**src/rtl/ic_bus_arbiter_pkg.sv**
```systemverilog
// Shared encodings for the ibus/dbus memory-port arbiter: FSM states,
// transaction owner and the starvation-counter width helper.
package ic_bus_arbiter_pkg;

  typedef enum logic [1:0] {
    ARB_IDLE  = 2'd0,
    ARB_ISSUE = 2'd1,
    ARB_WAIT  = 2'd2,
    ARB_DONE  = 2'd3
  } arb_state_e;

  typedef enum logic {
    ARB_OWN_IBUS = 1'b0,
    ARB_OWN_DBUS = 1'b1
  } arb_owner_e;

  // Bits needed to count 0..max_val inclusive, never less than one.
  function automatic int unsigned cnt_width(input int unsigned max_val);
    int unsigned w;
    w = $clog2(max_val + 1);
    return (w < 1) ? 1 : w;
  endfunction

endpackage

```
**src/rtl/ic_bus_prio_pick.sv**
```systemverilog
// Winner select between ibus and dbus (dbus first) plus the counter that
// forces an ibus win after STARVE_MAX consecutive contested dbus wins.
module ic_bus_prio_pick
  import ic_bus_arbiter_pkg::*;
#(
  parameter int STARVE_MAX = 4
) (
  input  logic clk,
  input  logic rst,
  input  logic ibus_req,
  input  logic dbus_req,
  input  logic arb_en,
  output logic req_any,
  output logic win_ibus
);

  localparam int unsigned CW = cnt_width(STARVE_MAX);
  localparam logic [CW-1:0] STARVE_LIM = CW'(STARVE_MAX);

  logic [CW-1:0] starve_cnt_q;
  logic [CW-1:0] starve_cnt_d;
  logic          ibus_forced;

  always_comb begin
    ibus_forced  = ibus_req && dbus_req && (starve_cnt_q == STARVE_LIM);
    win_ibus     = ibus_req && (!dbus_req || ibus_forced);
    req_any      = ibus_req || dbus_req;
    starve_cnt_d = starve_cnt_q;
    // The count only moves when a transaction is actually taken.
    if (arb_en && req_any) begin
      if (win_ibus) begin
        starve_cnt_d = '0;
      end else if (ibus_req && (starve_cnt_q != STARVE_LIM)) begin
        starve_cnt_d = starve_cnt_q + 1'b1;
      end
    end
  end

  always_ff @(posedge clk) begin
    if (!rst) begin
      starve_cnt_q <= '0;
    end else begin
      starve_cnt_q <= starve_cnt_d;
    end
  end

endmodule

```
**src/rtl/ic_bus_arbiter.sv**
```systemverilog
// Shares a single memory port between ibus and dbus, one outstanding
// transaction at a time, with registered responses routed to the owner.
module ic_bus_arbiter
  import ic_bus_arbiter_pkg::*;
#(
  parameter int ADDR_W     = 32,
  parameter int DATA_W     = 32,
  parameter int MASK_W     = 4,
  parameter int STARVE_MAX = 4
) (
  input  logic              clk,
  input  logic              rst,
  input  logic              I_ibus_req,
  input  logic              I_ibus_we,
  input  logic [ADDR_W-1:0] I_ibus_addr,
  input  logic [DATA_W-1:0] I_ibus_data,
  input  logic [MASK_W-1:0] I_ibus_mask,
  output logic [DATA_W-1:0] O_ibus_data,
  output logic              O_ibus_ready,
  input  logic              I_dbus_req,
  input  logic              I_dbus_we,
  input  logic [ADDR_W-1:0] I_dbus_addr,
  input  logic [DATA_W-1:0] I_dbus_data,
  input  logic [MASK_W-1:0] I_dbus_mask,
  output logic [DATA_W-1:0] O_dbus_data,
  output logic              O_dbus_ready,
  output logic              O_mem_req,
  output logic              O_mem_we,
  output logic [ADDR_W-1:0] O_mem_addr,
  output logic [DATA_W-1:0] O_mem_data,
  output logic [MASK_W-1:0] O_mem_mask,
  input  logic              I_mem_gnt,
  input  logic              I_mem_rvalid,
  input  logic [DATA_W-1:0] I_mem_data
);

  arb_state_e        state_q, state_d;
  arb_owner_e        owner_q, owner_d;
  logic              mem_req_q, mem_req_d;
  logic              mem_we_q, mem_we_d;
  logic [ADDR_W-1:0] mem_addr_q, mem_addr_d;
  logic [DATA_W-1:0] mem_data_q, mem_data_d;
  logic [MASK_W-1:0] mem_mask_q, mem_mask_d;
  logic [DATA_W-1:0] ibus_data_q, ibus_data_d;
  logic [DATA_W-1:0] dbus_data_q, dbus_data_d;
  logic              ibus_ready_q, ibus_ready_d;
  logic              dbus_ready_q, dbus_ready_d;

  logic              arb_en;
  logic              req_any;
  logic              win_ibus;
  logic              complete;

  assign arb_en = (state_q == ARB_IDLE);

  ic_bus_prio_pick #(
    .STARVE_MAX (STARVE_MAX)
  ) u_prio_pick (
    .clk      (clk),
    .rst      (rst),
    .ibus_req (I_ibus_req),
    .dbus_req (I_dbus_req),
    .arb_en   (arb_en),
    .req_any  (req_any),
    .win_ibus (win_ibus)
  );

  // rvalid may coincide with gnt, in which case ISSUE completes directly.
  assign complete = ((state_q == ARB_ISSUE) && I_mem_gnt && I_mem_rvalid) ||
                    ((state_q == ARB_WAIT) && I_mem_rvalid);

  always_comb begin
    state_d      = state_q;
    owner_d      = owner_q;
    mem_req_d    = mem_req_q;
    mem_we_d     = mem_we_q;
    mem_addr_d   = mem_addr_q;
    mem_data_d   = mem_data_q;
    mem_mask_d   = mem_mask_q;
    ibus_data_d  = ibus_data_q;
    dbus_data_d  = dbus_data_q;
    ibus_ready_d = 1'b0;
    dbus_ready_d = 1'b0;

    case (state_q)
      ARB_IDLE: begin
        if (req_any) begin
          state_d   = ARB_ISSUE;
          mem_req_d = 1'b1;
          if (win_ibus) begin
            owner_d    = ARB_OWN_IBUS;
            mem_we_d   = I_ibus_we;
            mem_addr_d = I_ibus_addr;
            mem_data_d = I_ibus_data;
            mem_mask_d = I_ibus_mask;
          end else begin
            owner_d    = ARB_OWN_DBUS;
            mem_we_d   = I_dbus_we;
            mem_addr_d = I_dbus_addr;
            mem_data_d = I_dbus_data;
            mem_mask_d = I_dbus_mask;
          end
        end
      end
      ARB_ISSUE: begin
        if (I_mem_gnt) begin
          mem_req_d = 1'b0;
          state_d   = I_mem_rvalid ? ARB_DONE : ARB_WAIT;
        end
      end
      ARB_WAIT: begin
        if (I_mem_rvalid) begin
          state_d = ARB_DONE;
        end
      end
      ARB_DONE: begin
        state_d = ARB_IDLE;
      end
      default: begin
        state_d = ARB_IDLE;
      end
    endcase

    // Writes still pulse ready but leave the requester's read data alone.
    if (complete) begin
      if (owner_q == ARB_OWN_IBUS) begin
        ibus_ready_d = 1'b1;
        if (!mem_we_q) begin
          ibus_data_d = I_mem_data;
        end
      end else begin
        dbus_ready_d = 1'b1;
        if (!mem_we_q) begin
          dbus_data_d = I_mem_data;
        end
      end
    end
  end

  always_ff @(posedge clk) begin
    if (!rst) begin
      state_q      <= ARB_IDLE;
      owner_q      <= ARB_OWN_DBUS;
      mem_req_q    <= 1'b0;
      mem_we_q     <= 1'b0;
      mem_addr_q   <= '0;
      mem_data_q   <= '0;
      mem_mask_q   <= '0;
      ibus_data_q  <= '0;
      dbus_data_q  <= '0;
      ibus_ready_q <= 1'b0;
      dbus_ready_q <= 1'b0;
    end else begin
      state_q      <= state_d;
      owner_q      <= owner_d;
      mem_req_q    <= mem_req_d;
      mem_we_q     <= mem_we_d;
      mem_addr_q   <= mem_addr_d;
      mem_data_q   <= mem_data_d;
      mem_mask_q   <= mem_mask_d;
      ibus_data_q  <= ibus_data_d;
      dbus_data_q  <= dbus_data_d;
      ibus_ready_q <= ibus_ready_d;
      dbus_ready_q <= dbus_ready_d;
    end
  end

  assign O_mem_req    = mem_req_q;
  assign O_mem_we     = mem_we_q;
  assign O_mem_addr   = mem_addr_q;
  assign O_mem_data   = mem_data_q;
  assign O_mem_mask   = mem_mask_q;
  assign O_ibus_data  = ibus_data_q;
  assign O_ibus_ready = ibus_ready_q;
  assign O_dbus_data  = dbus_data_q;
  assign O_dbus_ready = dbus_ready_q;

endmodule

```
**config.mk**
```make
export PLATFORM = sky130hd
export DESIGN_NAME = ic_bus_arbiter
export DESIGN_NICKNAME = d
export VERILOG_FILES = /design/src/rtl/ic_bus_arbiter_pkg.sv /design/src/rtl/ic_bus_prio_pick.sv /design/src/rtl/ic_bus_arbiter.sv
export SDC_FILE = /design/constraint.sdc
export NUM_CORES = 1
export LEC_CHECK = 0
export CORE_MARGIN = 4
export CORE_UTILIZATION = 40
export CTS_CLUSTER_SIZE = 25
export DETAILED_ROUTE_END_ITERATION = 6
export HOLD_SLACK_MARGIN = 0.1
export PLACE_DENSITY = 0.8
export SLEW_MARGIN = 20
export SYNTH_ARGS = -nofsm -noshare
export SYNTH_HDL_FRONTEND = slang
export SYNTH_SLANG_ARGS = --single-unit
```
**constraint.sdc**
```tcl
create_clock -name clk -period 2.1 [get_ports clk]
set_input_delay 0.315 -clock clk [delete_from_list [all_inputs] [get_ports clk]]
set_output_delay 0.315 -clock clk [all_outputs]
set_load 0.03 [all_outputs]
```
======== Word level (Yosys, flattened, before mapping) ========
Cells that the tools add are included.
word-level totals
  bits of input ports ..................... 176
  output and inout bits ................... 136
  bits in registers ....................... 142
  word-level logic and storage cells ...... 62
operators by class
  $add $sub $neg .......................... 1
  bitwise operators ....................... 2
  reductions and logical operators ........ 22
  muxes and demuxes ....................... 17
  equal/unequal tests ..................... 8
operator list
  operator                                                          number
  32-bit 2-to-1 mux                                                 2
  3-bit AND reduction                                               4
  1-bit logical AND                                                 8
  2-bit case mux with 4 select lines                                1
  1-bit 2-to-1 mux                                                  7
  2-bit 2-to-1 mux                                                  3
  3-bit 2-to-1 mux                                                  2
  2-bit inequality test (second input constant)                     3
  2-bit AND reduction                                               3
  2-bit == test (second input constant)                             2
  4-bit 2-to-1 mux                                                  1
  2-bit nonzero test                                                2
  3-bit by 1-bit adder with 3-bit output (second input constant)    1
  3-bit == test (second input constant)                             1
  1-bit logical OR                                                  3
  3-bit inequality test (second input constant)                     1
  2-bit by 1-bit == test with 1-bit output (second input constant)  1
  2-bit logical NOT                                                 1
  1-bit NOT                                                         2
  1-bit case mux with 2 select lines                                1
  1-bit logical NOT                                                 1

======== Logic depth before layout (Yosys ltp) ========
Gate-level depths: netlist of the first run.
  depth after elaboration ................. 6
  gate-level depth with buffers ........... 8
  gate-level depth less buffers ........... 5

======== Modules after synthesis ========
Synthesis of the first run repeated with hierarchy kept, for this count alone.
unflattened totals
  cells, all modules ...................... 663
  area, all modules ....................... 6,043.3 µm²
by module, submodules not included
  module            sequential area each (µm²)  cells an instance  area an instance (µm²)  times used
  ic_bus_arbiter    2,782.7                     641                5,859.4                 1
  ic_bus_prio_pick  60.1                        22                 183.9                   1

======== Least setup slack after synthesis of the first run ========
Ideal clock, no wire load.
  path type ............................... reg2reg
  start ................................... reg state_q[1]
  end ..................................... reg dbus_data_q[10] (netlist: O_dbus_data[10])
  period minus slack after synthesis ...... 1,477 ps
  arrival ................................. 1,401 ps
  cell stages (with the launch flop) ...... 7
  setup time .............................. 76 ps
  required time ........................... 2,024 ps
  path buffers ............................ 1
  slack ................................... 623 ps
  cells stage by stage .................... dfxtp_1 -> inv_1 -> ha_1 -> a21oi_2 -> clkbuf_1 -> o21ai_0 -> a21boi_0
on the way
  longest elaborated chain between the ends .. 5
  elaborated cells between the ends (all ways) .. 7
  those cells by class .................... 2 x eq/ne; 5 x reduce/logical
ends and longest elaborated chain
  item                                      line                   source
  start: declaration                        ic_bus_arbiter.sv:37   arb_state_e state_q, state_d;
  start signal: assignment                  ic_bus_arbiter.sv:154  state_q <= state_d;
  2-bit by 1-bit == test with 1-bit output  ic_bus_arbiter.sv:69   assign complete = ((state_q == ARB_ISSUE) && I_mem_gnt && I_mem_rvalid) ||
  1-bit logical AND (2 in a row)            ic_bus_arbiter.sv:69
  1-bit logical OR *                        ic_bus_arbiter.sv:69
  3-bit AND reduction (no source line) *    n/a
  end signal: assignment                    ic_bus_arbiter.sv:162  dbus_data_q <= dbus_data_d;
  end: declaration                          ic_bus_arbiter.sv:45   logic [DATA_W-1:0] dbus_data_q, dbus_data_d;
Mark *: on every way between the ends. The rest lies on a longest branch, timed or not.
A chain may end at the register's enable or synchronous reset.

======== Worst setup path in the final report of the first run ========
  start ................................... reg mem_we_q (netlist: O_mem_we)
  end ..................................... out O_mem_we
RTL lines
  item                      line                   source
  start: declaration        ic_bus_arbiter.sv:40   logic mem_we_q, mem_we_d;
  start signal: assignment  ic_bus_arbiter.sv:157  mem_we_q <= mem_we_d;
  end: declaration          ic_bus_arbiter.sv:28   output logic O_mem_we,
No word-level cell between the ends.

==> run_results.csv, run 1 <==
group,metric,value,unit
outcome,outcome,"completed",
worst_setup_path,timing.critical_path.max_delay_family,"buffers and inverters",
sta,fin_crit,1.98,ns
sta,final_min_period_over_clock_period,0.942,
route,wl_per_instance,18.0,um
synthesis,synth_cells,753,
worst_setup_path,reg2regPathDepth,6,
worst_setup_path,path_max_fanout,6,
hold_path,timing.hold.worst_path_depth,4,
final_layout,final_non_filler_cell_total,1214,
worst_setup_path,critical_path.cell_chain,"clkdlybuf4s50_1",
floorplan,design.die.area,0.0175,mm2
cts,cts_htree_levels,4,
worst_setup_path,critical-path-max-stage-delay,0.76,ns
synthesis,netlist-cell-type-count,38,
global_routing,groute.usage.overall,0.238,
route,number_of_drc_violations_after_detailed_routing_iteration_0,480,
floorplan,row_count,45,
sta,final-setup-viol-count,0,
cts,clkSinkCount,142,
worst_setup_path,worst_path_max_delay_cell,"clkdlybuf4s50_1",
synthesis,mappedNetlistArea,0.00619,mm2
synthesis,synth_seq_area_share,0.459,
global_routing,number_of_antenna_violations_at_the_first_check_in_global_routing,0,
route,viasPerCell,5.57,
route,highest_layer,"met4",
sta,fmax,0.506,GHz
sta,setup_repair_after_global_routing_missed_its_margin,"false",
route,detail_route.wirelength.met1,8640,um
placed_design,routabilityCongestion,0.821,
sta,worst-slew-pin-transition,1.03,ns
route,detail_route.first_pass.iterations,5,
global_routing,grt_pass1_wl,34000,um
worst_setup_path,worstSetupPathDepth,1,
synthesis,yosysTopAreaCellShare,0.459,
hold_path,worstHoldPathType,"input port to register",
worst_setup_path,setup.worst_path.start_class,"register",
placed_design,placed_cells,1182,
power_and_ir_drop,cellLeakagePower,3.40,nW
cts,cts_max_path_buffers,2,
worst_setup_path,worst-endpoint-arrival,1.66,ns
cts,clk_latency,0.41,ns
placed_design,place.port_buffers,311,
route,route.met2.wl,10700,um
final_layout,fillerInstances,1307,
power_and_ir_drop,pwr_per_cell_area,1180,mW/mm2
cts,cts-buffers-inserted,17,
sta,finClkSkew,0.00945,ns
placed_design,dp.final_hpwl,14700,um
cts,post_cts.resized_instances,0,
route,drc_errors,0,
final_layout,synthToLayoutAreaGrowth,61.4,%
floorplan,ioPinCount,312,
sta,final-max-slew-violation-count,0,
floorplan,core_region,0.0152,mm2
synthesis,yosys_warnings,0,
worst_setup_path,endpoint_kind,"output pin",
cts,clock-root-buffer,"clkbuf_16",
sta,timing.setup.tns,0,ns
synthesis,synth_top_area_cell,"dfxtp_1",
worst_setup_path,critPathBufInv,1,
final_layout,number_of_antenna_repair_diodes,0,
final_layout,final_core_utilization,0.658,
final_layout,fraction_of_layout_instances_using_a_drive_strength_above_1,0.0565,
power_and_ir_drop,ir_drop,881,uV
sta,slew_headroom,0.311,
worst_setup_path,critPathKind,"register to output pin",
route,drt-total-wl,21800,um
synthesis,synth_seq_cells,142,
route,postRouteAntennaNets,0,
synthesis,postSynthNetCount,934,
route,met3RoutedLength,2000,um
floorplan,die_height,132,um
worst_setup_path,required_time_at_the_endpoint_of_the_critical_path,1.78,ns
global_routing,pin_count_of_the_biggest_net_entering_global_routing,142,
cts,postCtsSetupBuffers,0,
synthesis,synth_top_cells_by_area,"dfxtp_1, o21ai_0, nand3_1",
cts,clock_tree_from_tritoncts,"done",
synthesis,post_synth.cell_area_avg,8.23,um2
global_routing,grt_pass1_vias,6318,
floorplan,initial_utilization,0.407,
job,cap_viol_max_count,0,
cts,post_cts_hold_buffer_count,0,
cts,clkTransAtPathRegs,0.06,ns
global_routing,overflow,0,
sta,hold_viol,0,
route,vias,6764,
floorplan,die_width,132,um
final_layout,nets,1194,
## cell type report
cell class,count,area (um2),area share
timing repair buffer,329,3350,0.335
multi-input combinational,516,2970,0.297
sequential,142,2840,0.284
clock buffer,20,457,0.0457
tap,188,235,0.0235
clock inverter,12,114,0.0114
inverter,7,26.3,0.00263
## cell usage in the layout, fill, tap and decap left out, drive strengths merged, types with 2 or more instances in the layout
master / instances
clkdlybuf4s50: 309
o21a: 2
clkbuf: 20
o21ai: 205
a21oi: 2
dfxtp: 142
a21boi: 70
buf: 20
nor3b: 3
inv: 8
nor2: 3
ha: 5
nor2b: 2
clkinv: 3
nand3: 134
nand2: 6
clkinvlp: 7
or3: 2
a31oi: 69
## power breakdown
group / switching [W] / internal, W
combinational: 0.00318 / 0.00206
clock: 0.00119 / 0.00170
sequential: 0.000341 / 0.00335
total: 0.00472 / 0.00711
## cell usage after synthesis
cell,count
o21ai_0,185
nor2b_1,2
nor4b_1,1
dfxtp_1,142
inv_2,1
inv_1,6
a21o_1,1
a21oi_2,1
nor2_1,3
or3b_1,1
nand3b_1,1
clkbuf_1,52
a21boi_0,42
o31a_1,1
ha_1,5
a21boi_4,1
o311ai_0,1
and3b_1,1
or3_1,2
nand2b_1,1
buf_1,1
a21oi_1,1
and3_1,1
a21boi_1,27
nor3b_2,1
a31oi_1,69
buf_4,1
nor3b_1,2
o311a_1,1
a21bo_1,1
nand3_1,134
o21ai_1,20
o41ai_1,1
buf_2,32
o21a_1,2
nand2_1,6
nand4_1,1
clkbuf_2,2
## cells by family (layout without fill, tap and decap cells)
family          Yosys count  count (layout)  synth area share
compound gates          354             354             0.335
fa+ha+maj                 5               5            0.0101
buf+inv                  95             368            0.0650
flops                   142             142             0.459
simple gates            157             157             0.131
## state kept, by name (all words and copies together), names as in the netlist, 2 cells and up
| name | cells |
|---|---|
| O_mem_mask | 4 |
| O_mem_data | 32 |
| O_ibus_data | 32 |
| O_dbus_data | 32 |
| O_mem_addr | 32 |
| state_q | 2 |
| u_prio_pick.starve_cnt_q | 3 |
## path summary, 6_finish.rpt
path	from	slack [ns]	endpoint
hold reg to reg	O_dbus_data[19]	0.47	O_dbus_data[19]
setup reg to reg	state_q[0]	0.34	O_mem_data[19]
setup / recovery	O_mem_we	0.12	O_mem_we
hold / removal	rst	0.42	O_mem_addr[0]
## per-layer routing
layer	track usage	vias up
met2	0.401	296
met3	0.0776	30
li1	-	3294
met1	0.285	3144
met4	0.0855	0
met5	0	-
## per-stage QoR
stage	setup WS, ns	hold slack, ns	cell area (um2)	power [W]
global placement	0.286	0.459	9430	0.00896
global route	0.0136	0.429	10000	0.0124
CTS	0.0611	0.418	10000	0.0119
finish	0.122	0.424	10000	0.0118
detailed placement	0.266	0.468	9430	0.00898
floorplan	0.623	0.458	6190	0.00671
Note: power is estimated with default switching activity, not from simulation.
==> inputs of run 2 (changes only) <==
- clock period: 2.1 -> 1.9 ns (I/O delays scaled with it)
==> run_results.csv, run 2 (same netlist as run 1, synthesis figures left out) <==
group,metric,value,unit
route,postRouteAntennaNets,0,
worst_setup_path,worst-endpoint-arrival,1.49,ns
power_and_ir_drop,ir_drop,745,uV
global_routing,grt_pass1_wl,33100,um
final_layout,layout.area.seq,0.00284,mm2
final_layout,nets,1197,
route,detail_route.first_pass.iterations,5,
final_layout,commonest_cells_after_routing_fill_and_taps_aside,"clkdlybuf4s50_1, o21ai_0, dfxtp_1",
sta,final-max-slew-violation-count,0,
sta,timing.setup.tns,0,ns
sta,final_min_period_over_clock_period,0.932,
worst_setup_path,critPathKind,"register to output pin",
global_routing,grtUsageMet1,0.268,
job,cap_viol_max_count,0,
final_layout,layout.cells.most_common,"clkdlybuf4s50_1",
sta,final-setup-viol-count,0,
power_and_ir_drop,power,0.0135,W
cts,clock-root-buffer,"clkbuf_16",
route,drt-total-wl,21500,um
cts,clock_tree_from_tritoncts,"done",
cts,clkSinkCount,142,
sta,hold_viol,0,
global_routing,grt_pass1_vias,6358,
placed_design,place.port_buffers,311,
final_layout,number_of_antenna_repair_diodes,0,
power_and_ir_drop,cellLeakagePower,3.46,nW
worst_setup_path,critPathBufInv,1,
worst_setup_path,endpoint_kind,"output pin",
floorplan,design.die.area,0.0175,mm2
floorplan,die_height,132,um
final_layout,fillerInstances,1283,
global_routing,number_of_antenna_violations_at_the_first_check_in_global_routing,0,
placed_design,dp.final_hpwl,14700,um
global_routing,groute.usage.overall,0.232,
sta,fmax,0.565,GHz
worst_setup_path,timing.critical_path.max_delay_family,"buffers and inverters",
route,vias,6752,
worst_setup_path,path_max_fanout,2,
sta,slew_headroom,0.305,
final_layout,synthToLayoutAreaGrowth,63.3,%
worst_setup_path,setup.worst_path.start_class,"register",
floorplan,die_width,132,um
global_routing,overflow,0,
outcome,outcome,"completed",
cts,clk_latency,0.42,ns
final_layout,multi_input_comb_area,0.00297,mm2
route,drc_errors,0,
global_routing,met3_usage,0.0875,
power_and_ir_drop,pwr_per_cell_area,1330,mW/mm2
sta,worst-slew-pin-transition,1.04,ns
hold_path,worstHoldPathType,"input port to register",
floorplan,core_region,0.0152,mm2
worst_setup_path,worst_path_max_delay_cell,"clkdlybuf4s50_1",
floorplan,row_count,45,
cts,post_cts_hold_buffer_count,0,
route,viasPerCell,5.55,
final_layout,fraction_of_layout_instances_using_a_drive_strength_above_1,0.0593,
floorplan,ioPinCount,312,
sta,fin_crit,1.77,ns
placed_design,routabilityCongestion,0.815,
worst_setup_path,critical-path-max-stage-delay,0.74,ns
floorplan,initial_utilization,0.407,
worst_setup_path,required_time_at_the_endpoint_of_the_critical_path,1.62,ns
cts,clkTransAtPathRegs,0.06,ns
sta,setup_repair_after_global_routing_missed_its_margin,"false",
global_routing,grt_busiest_layer,"met2",
sta,finClkSkew,0.00842,ns
cts,cts-buffers-inserted,17,
route,number_of_drc_violations_after_detailed_routing_iteration_0,419,
route,wl_per_instance,17.6,um
cts,cts_max_path_buffers,2,
global_routing,grt.met2_usage,0.392,
worst_setup_path,critical_path.cell_chain,"clkdlybuf4s50_1",
global_routing,pin_count_of_the_biggest_net_entering_global_routing,76,
cts,cts_htree_levels,4,
==> run 2: area by class of cell <==
class,count,area share
repair buffers,332,0.339
multi-input cells,516,0.294
flip-flops and latches,142,0.281
clock buffers,20,0.0451
well taps,188,0.0233
clock inverters,12,0.0157
inverters,7,0.00260
==> run 2: final timing paths <==
kind                                                   from               to  slack (ns)  cells past startpoint
worst max register to register  u_prio_pick.starve_cnt_q[0]   O_mem_addr[28]        0.28                      6
worst min-delay path                             I_ibus_req          owner_q        0.31                      3
worst max-delay path                         O_mem_data[20]   O_mem_data[20]        0.13                      1
worst min register to register              O_ibus_data[13]  O_ibus_data[13]        0.47                      2
==> run 2: per-stage QoR <==
stage	instance area, um2	utilization	std cells	setup WS (ns)	hold WS, ns
finish	10100	0.665	1217	0.130	0.310
global route	10100	0.665	1217	0.0943	0.337
CTS	10100	0.665	1217	0.104	0.294
detailed placement	9500	0.625	1185	0.0181	0.466
global placement	9500	0.625	1185	0.0503	0.461
floorplan	6190	-	753	0.423	0.432
==> run 2: power by group <==
group,switching (W),total (W),internal [W],leakage (nW)
sequential,0.000378,0.00408,0.00370,1.16
clock,0.00131,0.00346,0.00214,0.286
combinational,0.00353,0.00594,0.00240,2.01
total,0.00522,0.0135,0.00825,3.46
==> run 2: what timing repair did <==
item	CTS	global route
gates resized for setup	1	0
endpoints found under the setup margin	1	0
buffers inserted	0	0
==> run 2: layer usage <==
| metal | share of wire | vias to the layer above |
|---|---|---|
| li1 | - | 3304 |
| met1 | 0.39 | 3099 |
| met2 | 0.48 | 312 |
| met3 | 0.10 | 37 |
| met4 | 0.025 | 0 |
| met5 | 0 | - |
==> inputs of run 3 (changes only) <==
- CORE_MARGIN: 4 -> 2
==> run_results.csv, run 3 (same netlist as run 1, synthesis figures left out) <==
group,metric,value,unit
outcome,outcome,"completed",
route,drt-total-wl,21800,um
cts,clk_latency,0.41,ns
global_routing,overflow,0,
placed_design,placed_cells,1190,
final_layout,final_non_filler_cell_total,1221,
global_routing,grt_pass1_wl,33600,um
cts,clock_tree_from_tritoncts,"done",
job,cap_viol_max_count,0,
sta,final-setup-viol-count,0,
cts,post_cts_hold_buffer_count,0,
placed_design,routabilityCongestion,0.834,
final_layout,multi_input_comb_area,0.00297,mm2
route,postRouteAntennaNets,0,
placed_design,placement.cell_area,0.00955,mm2
worst_setup_path,worst_path_max_delay_cell,"clkdlybuf4s50_1",
cts,clock-root-buffer,"clkbuf_16",
sta,finClkSkew,0.00553,ns
sta,final-max-slew-violation-count,0,
cts,postCtsSetupBuffers,0,
placed_design,dp.final_hpwl,14800,um
placed_design,pre_cts_slack,0.00292,ns
route,detail_route.first_pass.iterations,5,
sta,slew_headroom,0.535,
floorplan,die_height,128,um
sta,hold_viol,0,
global_routing,pin_count_of_the_biggest_net_entering_global_routing,82,
cts,clkSinkCount,142,
sta,final_min_period_over_clock_period,0.953,
final_layout,fraction_of_layout_instances_using_a_drive_strength_above_1,0.0639,
hold_path,worstHoldPathType,"input port to register",
final_layout,layout.area.seq,0.00284,mm2
power_and_ir_drop,ir_drop,698,uV
worst_setup_path,worst-endpoint-arrival,1.53,ns
worst_setup_path,critical_path.cell_chain,"clkdlybuf4s50_1",
route,drc_errors,0,
worst_setup_path,timing.critical_path.max_delay_family,"buffers and inverters",
cts,post_cts.resized_instances,0,
final_layout,synthToLayoutAreaGrowth,64.0,%
global_routing,grt_pass1_vias,6424,
sta,fin_ws,0.0896,ns
global_routing,number_of_antenna_violations_at_the_first_check_in_global_routing,0,
floorplan,initial_utilization,0.409,
floorplan,core_region,0.0151,mm2
final_layout,fillerInstances,1274,
final_layout,commonest_cells_after_routing_fill_and_taps_aside,"clkdlybuf4s50_1, o21ai_0, dfxtp_1",
final_layout,post-route-cell-area,0.0102,mm2
sta,timing.setup.tns,0,ns
route,wl_per_instance,17.9,um
worst_setup_path,critical-path-max-stage-delay,0.75,ns
cts,cts-buffers-inserted,17,
route,vias,6842,
sta,worst-slew-pin-transition,0.698,ns
worst_setup_path,setup.worst_path.start_class,"register",
global_routing,groute.usage.overall,0.258,
final_layout,nets,1202,
sta,fmax,0.552,GHz
route,viasPerCell,5.60,
worst_setup_path,critPathBufInv,1,
power_and_ir_drop,cellLeakagePower,3.49,nW
final_layout,number_of_antenna_repair_diodes,0,
worst_setup_path,endpoint_kind,"output pin",
placed_design,place.port_buffers,311,
floorplan,row_count,45,
route,number_of_drc_violations_after_detailed_routing_iteration_0,583,
floorplan,die_width,128,um
final_layout,layout.cells.most_common,"clkdlybuf4s50_1",
worst_setup_path,critPathKind,"register to output pin",
cts,cts_htree_levels,4,
sta,fin_crit,1.81,ns
floorplan,ioPinCount,312,
worst_setup_path,required_time_at_the_endpoint_of_the_critical_path,1.62,ns
cts,cts_max_path_buffers,2,
cts,clkTransAtPathRegs,0.06,ns
floorplan,design.die.area,0.0165,mm2
worst_setup_path,path_max_fanout,2,
sta,setup_repair_after_global_routing_missed_its_margin,"false",
power_and_ir_drop,pwr_per_cell_area,1330,mW/mm2
run 3: cell types whose count changed in the layout (fill, tap and decap cells not counted):
cell and change:
buf_4 +4, clkinv_2 +3, inv_6 -3, buf_12 +1
clkbuf_1 -1, clkbuf_8 +1, clkdlybuf4s50_1 +1, clkinvlp_4 -1
dlygate4sd2_1 -1
run 3: layout make-up:
cell class / count / share of cell area
Inverter: 7 / 0.00259
Clock buffer: 20 / 0.0459
Timing Repair Buffer: 337 / 0.342
Clock inverter: 11 / 0.0138
Tap cell: 188 / 0.0232
Sequential cell: 142 / 0.280
Multi-Input combinational cell: 516 / 0.293
run 3: worst register-to-register path: cells and delay by family, from the launching register on:
kind | cells | cell delay, ns
compound gates | 2 | 0.66
fa+ha+maj | 1 | 0.29
buf+inv | 1 | 0.08
flops | 1 | 0.38
simple gates | 1 | 0.21
run 3: worst paths after layout:
kind	slack, ns	cells past startpoint	end	from
max	0.09	1	O_mem_data[21]	O_mem_data[21]
min	0.23	3	O_mem_addr[6]	rst
max reg2reg	0.24	5	state_q[0]	state_q[1]
min reg2reg	0.47	2	O_dbus_data[18]	O_dbus_data[18]
run 3: report_power, final:
group | switching [W] | total, W | internal (W)
combinational | 0.00359 | 0.00602 | 0.00244
sequential | 0.000376 | 0.00408 | 0.00370
clock | 0.00128 | 0.00343 | 0.00215
total | 0.00524 | 0.0135 | 0.00829
run 3: through the flow:
stage	hold slack, ns	total power [W]	util
after floorplan	0.432	0.00742	-
after global placement	0.459	0.0101	0.631
after detailed placement	0.465	0.0101	0.631
after CTS	0.206	0.0136	0.671
after global routing	0.222	0.0142	0.671
final	0.228	0.0135	0.671
run 3: per-layer routing:
metal  share of wire  global-route usage  up-vias
met5         0.00027                   0        -
met3           0.093              0.0886       37
met2            0.49               0.433      300
met4           0.025              0.0918        2
met1            0.39               0.307     3191
li1                -                   -     3312
